`src/rtl/cpu_pkg.sv`:
```
// Shared CPU definitions: datapath width, PC increment, reset PC default and
// the fetch FSM state type.
package cpu_pkg;

  localparam int unsigned XLEN = 32;
  localparam logic [XLEN-1:0] PC_INC = 32'd4;
  localparam logic [XLEN-1:0] DEFAULT_RESET_PC = 32'h0000_0000;

  typedef enum logic [1:0] {
    FS_REQ,
    FS_WAIT,
    FS_HOLD,
    FS_FAULT
  } fetch_state_e;

endpackage

```
`src/rtl/fetch_unit.sv`:
```
// Instruction fetch: one outstanding imem request, holds the fetched word for
// decode. Define FETCH_MISALIGN_TRAP_EN to trap on misaligned redirect targets.
module fetch_unit
  import cpu_pkg::*;
#(
  parameter logic [XLEN-1:0] RESET_PC = DEFAULT_RESET_PC
) (
  input  logic            clk,
  input  logic            rst,
  output logic            imem_req_valid,
  input  logic            imem_req_ready,
  output logic [XLEN-1:0] imem_addr,
  input  logic            imem_rsp_valid,
  input  logic [XLEN-1:0] imem_rsp_data,
  output logic            instr_valid,
  input  logic            instr_ready,
  output logic [XLEN-1:0] instr,
  output logic [XLEN-1:0] instr_pc,
  input  logic            pc_source,
  input  logic [XLEN-1:0] pc_target,
  output logic            fetch_misaligned
);

  fetch_state_e    state, state_next;
  logic [XLEN-1:0] pc, pc_next;
  logic [XLEN-1:0] redirect_pc;

  assign imem_addr   = pc;
  // Low target bits are dropped so every redirect lands on a word boundary.
  assign redirect_pc = pc_target & ~32'h3;

  always_comb begin
    state_next     = state;
    pc_next        = pc;
    imem_req_valid = 1'b0;
    instr_valid    = 1'b0;
    case (state)
      FS_REQ: begin
        imem_req_valid = 1'b1;
        if (imem_req_ready) state_next = FS_WAIT;
      end
      FS_WAIT: begin
        if (imem_rsp_valid) state_next = FS_HOLD;
      end
      FS_HOLD: begin
        instr_valid = 1'b1;
        if (instr_ready) begin
`ifdef FETCH_MISALIGN_TRAP_EN
          if (pc_source && (pc_target[1:0] != 2'b00)) begin
            state_next = FS_FAULT;
          end else
`endif
          begin
            state_next = FS_REQ;
            pc_next    = pc_source ? redirect_pc : pc + PC_INC;
          end
        end
      end
      FS_FAULT: state_next = FS_FAULT;
      default:  state_next = FS_REQ;
    endcase
  end

  always_ff @(posedge clk) begin
    if (rst) begin
      state    <= FS_REQ;
      pc       <= RESET_PC;
      instr    <= '0;
      instr_pc <= '0;
    end else begin
      state <= state_next;
      pc    <= pc_next;
      if (state == FS_WAIT && imem_rsp_valid) begin
        instr    <= imem_rsp_data;
        instr_pc <= pc;
      end
    end
  end

`ifdef FETCH_MISALIGN_TRAP_EN
  // FAULT is only left through reset, so the state itself is the sticky flag.
  assign fetch_misaligned = (state == FS_FAULT);
`else
  assign fetch_misaligned = 1'b0;
`endif

endmodule

```
`config.mk`:
```
export PLATFORM = sky130hd
export DESIGN_NAME = fetch_unit
export DESIGN_NICKNAME = d
export VERILOG_FILES = /design/src/rtl/cpu_pkg.sv /design/src/rtl/fetch_unit.sv
export SDC_FILE = /design/constraint.sdc
export NUM_CORES = 1
export LEC_CHECK = 0
export CORE_ASPECT_RATIO = 0.9
export CORE_MARGIN = 2
export CORE_UTILIZATION = 45
export CTS_BUF_LIST = sky130_fd_sc_hd__clkbuf_2 sky130_fd_sc_hd__clkbuf_4 sky130_fd_sc_hd__clkbuf_8
export DETAILED_ROUTE_END_ITERATION = 7
export PLACE_DENSITY_LB_ADDON = 0.25
export REMOVE_ABC_BUFFERS = 1
export SYNTH_ARGS = -nofsm -noshare
export SYNTH_HDL_FRONTEND = slang
export SYNTH_SLANG_ARGS = --single-unit
```
`constraint.sdc`:
```
create_clock -name clk -period 2.28 [get_ports clk]
set_input_delay 0.342 -clock clk [delete_from_list [all_inputs] [get_ports clk]]
set_output_delay 0.342 -clock clk [all_outputs]
set_load 0.01 [all_outputs]
```
# Yosys cells after proc, flatten, opt, wreduce, memory -nomap -nowiden
# Index checks and enable logic that the tools add are counted.
# W data, S select, Z words.
[word_totals]
wordCells = 22
regBits = 98
[op_classes]
add_sub_neg = 1
n_eq_ne = 6
n_reduce_logical = 4
n_mux = 7
[op_table]
columns = ["op", "n"]
rows = [
  ["$add A32 B3 Y32 const B", 1],
  ["$mux W32", 1],
  ["$pmux W2 S4", 1],
  ["$mux W2", 3],
  ["$ne A2 B2 Y1 const B", 3],
  ["$eq A2 B2 Y1 const B", 2],
  ["$reduce_and A3 Y1", 1],
  ["$eq A2 B1 Y1 const B", 1],
  ["$logic_not A2 Y1", 1],
  ["$mux W1", 2],
  ["$reduce_and A2 Y1", 1],
  ["$logic_and A1 B1 Y1", 1],
]

# Logic depth before layout (Yosys ltp)
# Gate-level depths: netlist of the first run.
[depth]
ltp_word = 3
ltp_mapped = 8
depth_no_buf = 6

# Worst setup path before layout of the first run
# OpenSTA, ideal clock, no wires.
[synth_path]
path_type = "register to register"
startpoint = "register pc[10] (netlist: imem_addr[10])"
endpoint = "register pc[31] (netlist: imem_addr[31])"
slack_ns = 0.378
path_stages_with_launch = 7
arrival_ns = 1.826
t_required_ns = 2.203
cell_sequence = "dfxtp_1 -> clkbuf_2 -> nand4_4 -> nor4_4 -> nand4_1 -> or4_1 -> a41oi_2"
[synth_via]
elab_chain_len = 2
[synth_lines]
columns = ["item", "line", "source"]
rows = [
  ["start: declaration", "fetch_unit.sv:25", "logic [XLEN-1:0] pc, pc_next;"],
  ["start signal: assignment", "fetch_unit.sv:72", "pc <= pc_next;"],
  ["$add A32 B3 Y32", "fetch_unit.sv:55", "pc_next = pc_source ? redirect_pc : pc + PC_INC;"],
  ["$mux W32", "fetch_unit.sv:55", ""],
]
# No other way between the ends.
# A chain may end at the register's enable or synchronous reset.

# Worst setup path in the final report of the first run
[layout_path]
startpoint = "register pc[2] (netlist: imem_addr[2])"
endpoint = "register pc[24] (netlist: imem_addr[24])"
# Same word-level chain as after synthesis.

==> out/metrics.yaml, run 1 <==
reg2regPathDepth: 6
setup_violations: 0
cp_data_arrival_time_ns: 2.35
status: "complete, no violations"
ant_nets: 0
drt-vias-per-instance: 5.49
syn2layout_area_growth_pct: 46.0
setup_tns_ns: 0
place_ws_ns: 0.275
min_to: "state[1]$_SDFFE_PP0P_"
final_util_pct: 68.5
synth.area.mux_share_pct: 1.88
r2r-end: "imem_addr[24]$_SDFFE_PP0N_"
fp.dieW_um: 107
yosysTopAreaCell: "dfxtp_1"
yosysSeqAreaShare_pct: 43.6
cts.sinks: 94
core_um2: 9210
worstPathMaxFanout: 7
dp_hpwl_um: 8890
clock_latency_ns: 0.36
holdPathStages: 2
root_buffer: "clkbuf_8"
routed_wl_um: 12500
clkTransAtPathRegs_ns: 0.10
overflow: 0
total_leakage_power_nw: 2.20
setup_ws_ns: 0.217
hp-start: "rst"
timing.final.crit_share_pct: 90.5
fmax_mhz: 485
gp_congestion: 0.927
rsz0062_at_grt: "no"
skew_ns: 0.0165
powerDensity_nw_per_um2: 561
first_pass_iters: 5
num_vias: 4577
num_antenna_cells: 0
die_h_um: 96.9
cts_resized: 0
ir_drop_uv: 372
worstPathRequired_ns: 2.57
die_area_um2: 10400
grt_max_degree: 54
nets: 783
cts_hold_buffers: 0
use_met3_pct: 6.74
grt_use_met1_pct: 32.2
post_cts_buffers: 0
cts_buffer_depth: 2
yosys.area_share.simple_pct: 26.0
drc: 0
ys_dominant_reg_cell: "dfxtp_1"
cts_buffers: 9
maxCapViolCount: 0
drv_slew: 0
nFillCells: 772
worst_pin_slew_ns: 0.654
gr-usage-met2_pct: 38.3
yosys.area.top_type_share_pct: 43.6
start_kind: "register"
hold_violations: 0
grt_pass1_wl_um: 20500
start_util_pct: 46.9
synth_area_um2: 4320
track_usage_pct: 24.0
wl_per_cell_um: 15.0
synth_top_family_by_area: "simple AND/OR/NAND/NOR gates"
ys_ff_latch: 94
timing.rr.start: "imem_addr[2]$_SDFFE_PP0N_"
rows: 33
worstSetupPathType: "register to register"
yosys.cell_types.count: 56
yosys-top-cells-area: "dfxtp_1, nand2_1, a21oi_1, clkbuf_1, nor2_1"
cts_tree: "built"
slew-limit-headroom_pct: 56.4
synth_area_per_cell_um2: 7.75
grt_most_used_layer: "met2"
grt_pass1_vias: 4232
period_minus_slack_ns: 2.06
port_buffers: 161
synth-xor-area-share_pct: 0
end_kind: "register"
synth_compound_area_share_pct: 21.1
htree_levels: 3
drt_iter0_drc: 248
synthAdderAreaFrac_pct: 1.74
synth_edf_count: 0
hold_path.class: "input port to register"
ys_async_sr_fraction_pct: 0
drive_gt1_share_pct: 8.43
yosys_warnings: 0
rrSetupSlack_ns: 0.22
crit_start: "imem_addr[2]$_SDFFE_PP0N_"
antenna_found_initial: 0
syn_inst: 557
pin_count: 169
## Yosys cell counts (all sizes together) (8+ instances only)
| cell type | number |
|---|---|
| nand2 | 143 |
| nand3 | 15 |
| nor2 | 25 |
| buf | 12 |
| nand4 | 13 |
| o21ai | 13 |
| inv | 9 |
| a21oi | 84 |
| nor3 | 11 |
| clkbuf | 37 |
| dfxtp | 94 |
| a211oi | 10 |
| and3 | 8 |
## power by group
part	switching, mW	total, mW	internal [mW]
sequential	0.0432	1.74	1.70
clock	0.588	1.16	0.568
combinational	0.321	0.636	0.316
## worst max-delay path: stages (launching register included)
cell	delay, ns
dfxtp_1	0.45
ha_1	0.27
nand3_1	0.19
nor3_4	0.34
nand4_1	0.16
or4_1	0.42
a31oi_1	0.16
## state kept, by name (all words and copies together), names as in the netlist
| register | flops |
|---|---|
| imem_addr | 30 |
| instr | 32 |
| instr_pc | 30 |
| state | 2 |
## cell type report
type,instances,area (um^2),share of cell area [%]
clock buffers,12,153,2.42
clock inverters,4,55.1,0.873
inverters,9,33.8,0.536
multi-input cells,409,2210,35.1
flip-flops and latches,94,1880,29.8
well taps,122,153,2.42
repair buffers,184,1810,28.8
## logic make-up after synthesis
family,after synthesis
simple gates,240
compound gates,150
flops,94
buf+inv,58
mux,8
fa+ha+maj,6
other cells,1
## per-stage QoR
step | area [um^2] | hold slack (ns) | cells | power (mW)
2_1_floorplan | 4130 | 0.405 | 512 | 2.03
3_3_place_gp | 6100 | 0.442 | 818 | 2.40
3_5_place_dp | 6100 | 0.448 | 818 | 2.42
4_1_cts | 6300 | 0.407 | 834 | 3.57
5_1_grt | 6300 | 0.412 | 834 | 3.70
6_report | 6300 | 0.417 | 834 | 3.54
## worst max path at each step
stage | endpoint | slack, ns
after floorplan | instr[0]$_SDFFE_PP0P_ | 0.28
after global routing | imem_addr[24]$_SDFFE_PP0N_ | 0.05
after global placement | imem_addr[24]$_SDFFE_PP0N_ | 0.33
final | imem_addr[24]$_SDFFE_PP0N_ | 0.22
after CTS | imem_addr[24]$_SDFFE_PP0N_ | 0.25
after detailed placement | imem_addr[24]$_SDFFE_PP0N_ | 0.28
## per-layer routing
layer | up-vias | wire [um]
met4 | 0 | 103
met1 | 2145 | 5640
met2 | 187 | 5810
met3 | 13 | 963
li1 | 2232 | -
met5 | - | 0
## placed cells by master (no fill, tap or decap), drive strengths merged, types with 2 or more instances in the layout
| master | instances |
|---|---|
| clkdlybuf4s50 | 159 |
| nand2 | 143 |
| dfxtp | 94 |
| a21oi | 84 |
| nor2 | 25 |
| buf | 25 |
| nand3 | 15 |
| o21ai | 13 |
| nand4 | 13 |
| clkbuf | 12 |
| nor3 | 11 |
| a211oi | 10 |
| inv | 10 |
| and3 | 8 |
| a31oi | 7 |
| nand2b | 7 |
| mux2i | 7 |
| o31ai | 6 |
| ha | 6 |
| conb | 5 |
| a31o | 4 |
| a22oi | 4 |
| a41o | 3 |
| or4 | 3 |
| nand3b | 3 |
| o41ai | 3 |
| and2 | 3 |
| and4 | 3 |
| a21o | 3 |
| nor4 | 3 |
| o22ai | 2 |
| a2bb2oi | 2 |
| a41oi | 2 |
No activity file was read; power rests on OpenSTA's default activity.
==> run 2, diff against run 1 <==
Settings changed: CORE_ASPECT_RATIO 0.9 to unset, SKIP_CTS_REPAIR_TIMING set to 1.
==> out/metrics.yaml, run 2 (synthesis gave the netlist of run 1 again) <==
status: "complete, no violations"  # unchanged
die_h_um: 102  # was 96.9 um
grt_pass1_wl_um: 19900  # was 20500 um
maxCapViolCount: 0  # unchanged
hold_violations: 0  # unchanged
grt_pass1_vias: 4295  # was 4232
rsz0062_at_grt: "no"  # unchanged
setup_tns_ns: 0  # unchanged
regMostFlops: "instr"  # unchanged
routed_wl_um: 12600  # was 12500 um
drt_iter0_drc: 147  # was 248
final_util_pct: 67.6  # was 68.5%
cts_tree: "built"  # unchanged
root_buffer: "clkbuf_8"  # unchanged
finalNonFillerCells: 840  # was 834
clkTransAtPathRegs_ns: 0.10  # about the same
rows: 35  # was 33
skew_ns: 0.00804  # was 0.0165 ns
die_area_um2: 10400  # about the same
wl_per_cell_um: 15.0  # about the same
period_minus_slack_ns: 2.08  # was 2.06 ns
gp_congestion: 0.911  # was 0.927
grt_max_degree: 51  # was 54
antenna_found_initial: 0  # unchanged
dp_hpwl_um: 9070  # was 8890 um
worstPathRequired_ns: 2.57  # about the same
hold_path.class: "input port to register"  # unchanged
start_util_pct: 46.5  # was 46.9%
drv_slew: 0  # unchanged
cts_buffers: 9  # unchanged
start_kind: "register"  # unchanged
powerDensity_nw_per_um2: 549  # was 561 nW/um^2
pin_count: 169  # unchanged
port_buffers: 161  # unchanged
num_antenna_cells: 0  # unchanged
total_power_mw: 3.45  # was 3.54 mW
drt-vias-per-instance: 5.37  # was 5.49
total_leakage_power_nw: 2.18  # was 2.20 nW
setup_violations: 0  # unchanged
drive_gt1_share_pct: 8.30  # was 8.43%
drc: 0  # unchanged
nets: 782  # was 783
syn2layout_area_growth_pct: 45.2  # was 46.0%
rrSetupSlack_ns: 0.20  # was 0.22 ns
slew-limit-headroom_pct: 58.7  # was 56.4%
cp_data_arrival_time_ns: 2.37  # was 2.35 ns
fmax_mhz: 481  # was 485 MHz
layout_commonest_cell: "clkdlybuf4s50_1"  # unchanged
worstPathMaxFanout: 7  # unchanged
ir_drop_uv: 318  # was 372 uV
core_um2: 9280  # was 9210 um^2
nFillCells: 784  # was 772
cts.sinks: 94  # unchanged
track_usage_pct: 23.7  # was 24.0%
htree_levels: 3  # unchanged
largest_reg_flops: 32  # unchanged
worst_pin_slew_ns: 0.620  # was 0.654 ns
layout_common_cells: "clkdlybuf4s50_1, nand2_1, dfxtp_1"  # unchanged
dp.cells: 824  # was 818
end_kind: "register"  # unchanged
overflow: 0  # unchanged
first_pass_iters: 4  # was 5
worstSetupPathType: "register to register"  # unchanged
fp.dieW_um: 102  # was 107 um
cts_buffer_depth: 2  # unchanged
clock_latency_ns: 0.35  # was 0.36 ns
timing.final.crit_share_pct: 91.2  # was 90.5%
ant_nets: 0  # unchanged
num_vias: 4510  # was 4577
run 2: per-stage QoR:
stage / hold WS [ns] / area (um^2) / setup slack [ns]
2_1_floorplan: 0.405 / 4130 / 0.280
3_3_place_gp: 0.441 / 6090 / 0.273
3_5_place_dp: 0.445 / 6090 / 0.250
4_1_cts: 0.434 / 6270 / 0.232
5_1_grt: 0.451 / 6270 / 0.0670
6_report: 0.447 / 6270 / 0.201
run 2: worst max-delay path, stage by stage (launching register included):
cell     delay [ns]
dfxtp_1        0.46
ha_1           0.27
nand3_1        0.18
nor3_4         0.36
nand4_1        0.16
or4_1          0.42
a31oi_1        0.16
run 2: layout make-up:
cell class | instances | area (um^2) | share of cell area, %
clock inverters | 6 | 55.1 | 0.878
well taps | 129 | 161 | 2.57
inverters | 9 | 33.8 | 0.539
repair buffers | 183 | 1790 | 28.6
multi-input cells | 409 | 2210 | 35.3
flip-flops and latches | 94 | 1880 | 30.0
clock buffers | 10 | 131 | 2.09
run 2: path summary, 6_finish.rpt:
path	from	to	cells after the start
worst min register to register	instr_pc[6]$_SDFFE_PP0P_	instr_pc[6]$_SDFFE_PP0P_	2
worst min-delay path	rst	imem_addr[4]$_SDFFE_PP0N_	2
worst max register to register	imem_addr[2]$_SDFFE_PP0N_	imem_addr[24]$_SDFFE_PP0N_	6
worst max-delay path	imem_addr[2]$_SDFFE_PP0N_	imem_addr[24]$_SDFFE_PP0N_	6
run 2: per-layer routing:
| metal | track usage [%] | wire, um | up-vias |
|---|---|---|---|
| met2 | 42.5 | 6180 | 165 |
| li1 | - | - | 2234 |
| met4 | 7.38 | 142 | 0 |
| met5 | 0 | 0 | - |
| met3 | 4.31 | 966 | 16 |
| met1 | 28.8 | 5350 | 2095 |
run 2: power by group:
| part | internal, mW | leakage, nW | switching, mW |
|---|---|---|---|
| logic | 0.311 | 1.33 | 0.315 |
| clock network | 0.431 | 0.0904 | 0.646 |
| registers | 1.70 | 0.760 | 0.0421 |
| total | 2.44 | 2.18 | 1.00 |
==> run 3, diff against run 2 <==
Settings changed: CORE_UTILIZATION 45 to 50, DONT_BUFFER_PORTS set to 1, SETUP_SLACK_MARGIN set to 0.4.
==> out/metrics.yaml, run 3 (synthesis gave the netlist of run 1 again) <==
hold_violations: 0  # unchanged
dp_hpwl_um: 7550  # was 9070 um
routed_wl_um: 11100  # was 12600 um
setup_violations: 0  # unchanged
num_vias: 3848  # was 4510
end_kind: "register"  # unchanged
cts_tree: "built"  # unchanged
worst_pin_slew_ns: 0.552  # was 0.620 ns
total_leakage_power_nw: 1.65  # was 2.18 nW
cts_buffer_depth: 2  # unchanged
grt_use_met1_pct: 29.2  # was 28.8%
status: "complete, no violations"  # unchanged
start_util_pct: 52.0  # was 46.5%
rows: 33  # was 35
ir_drop_uv: 289  # was 318 uV
antenna_found_initial: 0  # unchanged
start_kind: "register"  # unchanged
layout_common_cells: "nand2_1, a21oi_1, dfxtp_1"  # was clkdlybuf4s50_1, nand2_1, dfxtp_1
drt_iter0_drc: 198  # was 147
grt_most_used_layer: "met2"  # unchanged
period_minus_slack_ns: 1.83  # was 2.08 ns
root_buffer: "clkbuf_8"  # unchanged
overflow: 0  # unchanged
drc: 0  # unchanged
worstPathRequired_ns: 2.56  # was 2.57 ns
layout_commonest_cell: "nand2_1"  # was clkdlybuf4s50_1
nets: 624  # was 782
fmax_mhz: 546  # was 481 MHz
core_um2: 8300  # was 9280 um^2
track_usage_pct: 22.8  # was 23.7%
largest_reg_flops: 32  # unchanged
die_h_um: 96.9  # was 102 um
drive_gt1_share_pct: 14.3  # was 8.30%
cts.sinks: 94  # unchanged
cts_buffers: 9  # unchanged
port_buffers: 0  # was 161
grt_max_degree: 95  # was 51
grt_pass1_wl_um: 18100  # was 19900 um
worstSetupPathType: "register to register"  # unchanged
maxCapViolCount: 0  # unchanged
num_antenna_cells: 0  # unchanged
setup_tns_ns: 0  # unchanged
grt_pass1_vias: 3695  # was 4295
skew_ns: 0.0112  # was 0.00804 ns
slew-limit-headroom_pct: 63.2  # was 58.7%
worstPathMaxFanout: 9  # was 7
use_met3_pct: 5.42  # was 4.31%
clkTransAtPathRegs_ns: 0.09  # was 0.10 ns
first_pass_iters: 5  # was 4
wl_per_cell_um: 16.8  # was 15.0 um
cpMostUsedCell: "nand4_1"
clock_latency_ns: 0.35  # about the same
regMostFlops: "instr"  # unchanged
fp.dieW_um: 96.9  # was 102 um
htree_levels: 3  # unchanged
cpPeakStageDelay_ns: 0.45  # was 0.46 ns
pin_count: 169  # unchanged
setup_ws_ns: 0.447  # was 0.201 ns
critPathTopFamily: "simple AND/OR/NAND/NOR gates"  # unchanged
cp_data_arrival_time_ns: 2.11  # was 2.37 ns
drv_slew: 0  # unchanged
die_area_um2: 9400  # was 10400 um^2
powerDensity_nw_per_um2: 701  # was 549 nW/um^2
gp_congestion: 0.803  # was 0.911
place_ws_ns: 0.229  # was 0.250 ns
cp_slowest_cell: "or4_1"  # was dfxtp_1
ant_nets: 0  # unchanged
drt-vias-per-instance: 5.85  # was 5.37
syn2layout_area_growth_pct: 10.3  # was 45.2%
cp_cell_sequence: "nand4_1 > nor3_2 > nand4_1 > or4_1 > a41oi_2"  # was ha_1 > nand3_1 > nor3_4 > nand4_1 > or4_1 > a31oi_1
hold_path.class: "input port to register"  # unchanged
critPathBufInv: 0  # unchanged
rsz0062_at_grt: "yes"  # was no
timing.final.crit_share_pct: 80.4  # was 91.2%
gr-usage-met2_pct: 37.9  # was 42.5%
## run 3: power breakdown
part / internal (mW) / switching (mW)
combinational: 0.117 / 0.202
clock: 0.654 / 0.593
sequential: 1.70 / 0.0716
total: 2.47 / 0.867
## run 3: final cells by class
type | instances | area (um^2)
Clock inverter | 6 | 90.1
Clock buffer | 10 | 138
Timing Repair Buffer | 25 | 213
Sequential cell | 94 | 1900
Tap cell | 105 | 131
Fill cell | 754 | 3540
Multi-Input combinational cell | 409 | 2260
Inverter | 9 | 33.8
## run 3: worst reg2reg max path: cells and delay by family, from the launching register on
kind             cells  cell delay (ns)
AO/OA/AOI/OAI        1             0.16
AND/OR/NAND/NOR      4             1.16
flip-flops           1             0.44
## run 3: layer usage
layer  wire length (um)  up-vias
met5                  0        -
met4                119        0
met3                884       10
met2               5300      158
met1               4760     1759
li1                   -     1921
## run 3: worst paths after layout
kind	from	to	slack [ns]	cells after the start
max reg2reg	imem_addr[19]$_SDFFE_PP0N_	imem_addr[31]$_SDFFE_PP0N_	0.45	5
max	imem_addr[19]$_SDFFE_PP0N_	imem_addr[31]$_SDFFE_PP0N_	0.45	5
min	rst	instr_pc[3]$_SDFFE_PP0P_	0.05	1
min reg2reg	instr_pc[13]$_SDFFE_PP0P_	instr_pc[13]$_SDFFE_PP0P_	0.50	2
## run 3: through the flow
stage	util (%)	total power, mW	instance area, um^2	instances	hold WS (ns)
6_report	57.4	3.34	4760	658	0.0522
5_1_grt	57.4	3.49	4760	658	0.0272
4_1_cts	56.6	3.38	4690	657	0.0319
3_5_place_dp	53.8	2.13	4470	641	0.420
3_3_place_gp	53.8	2.11	4470	641	0.417
2_1_floorplan	-	2.03	4130	512	0.405
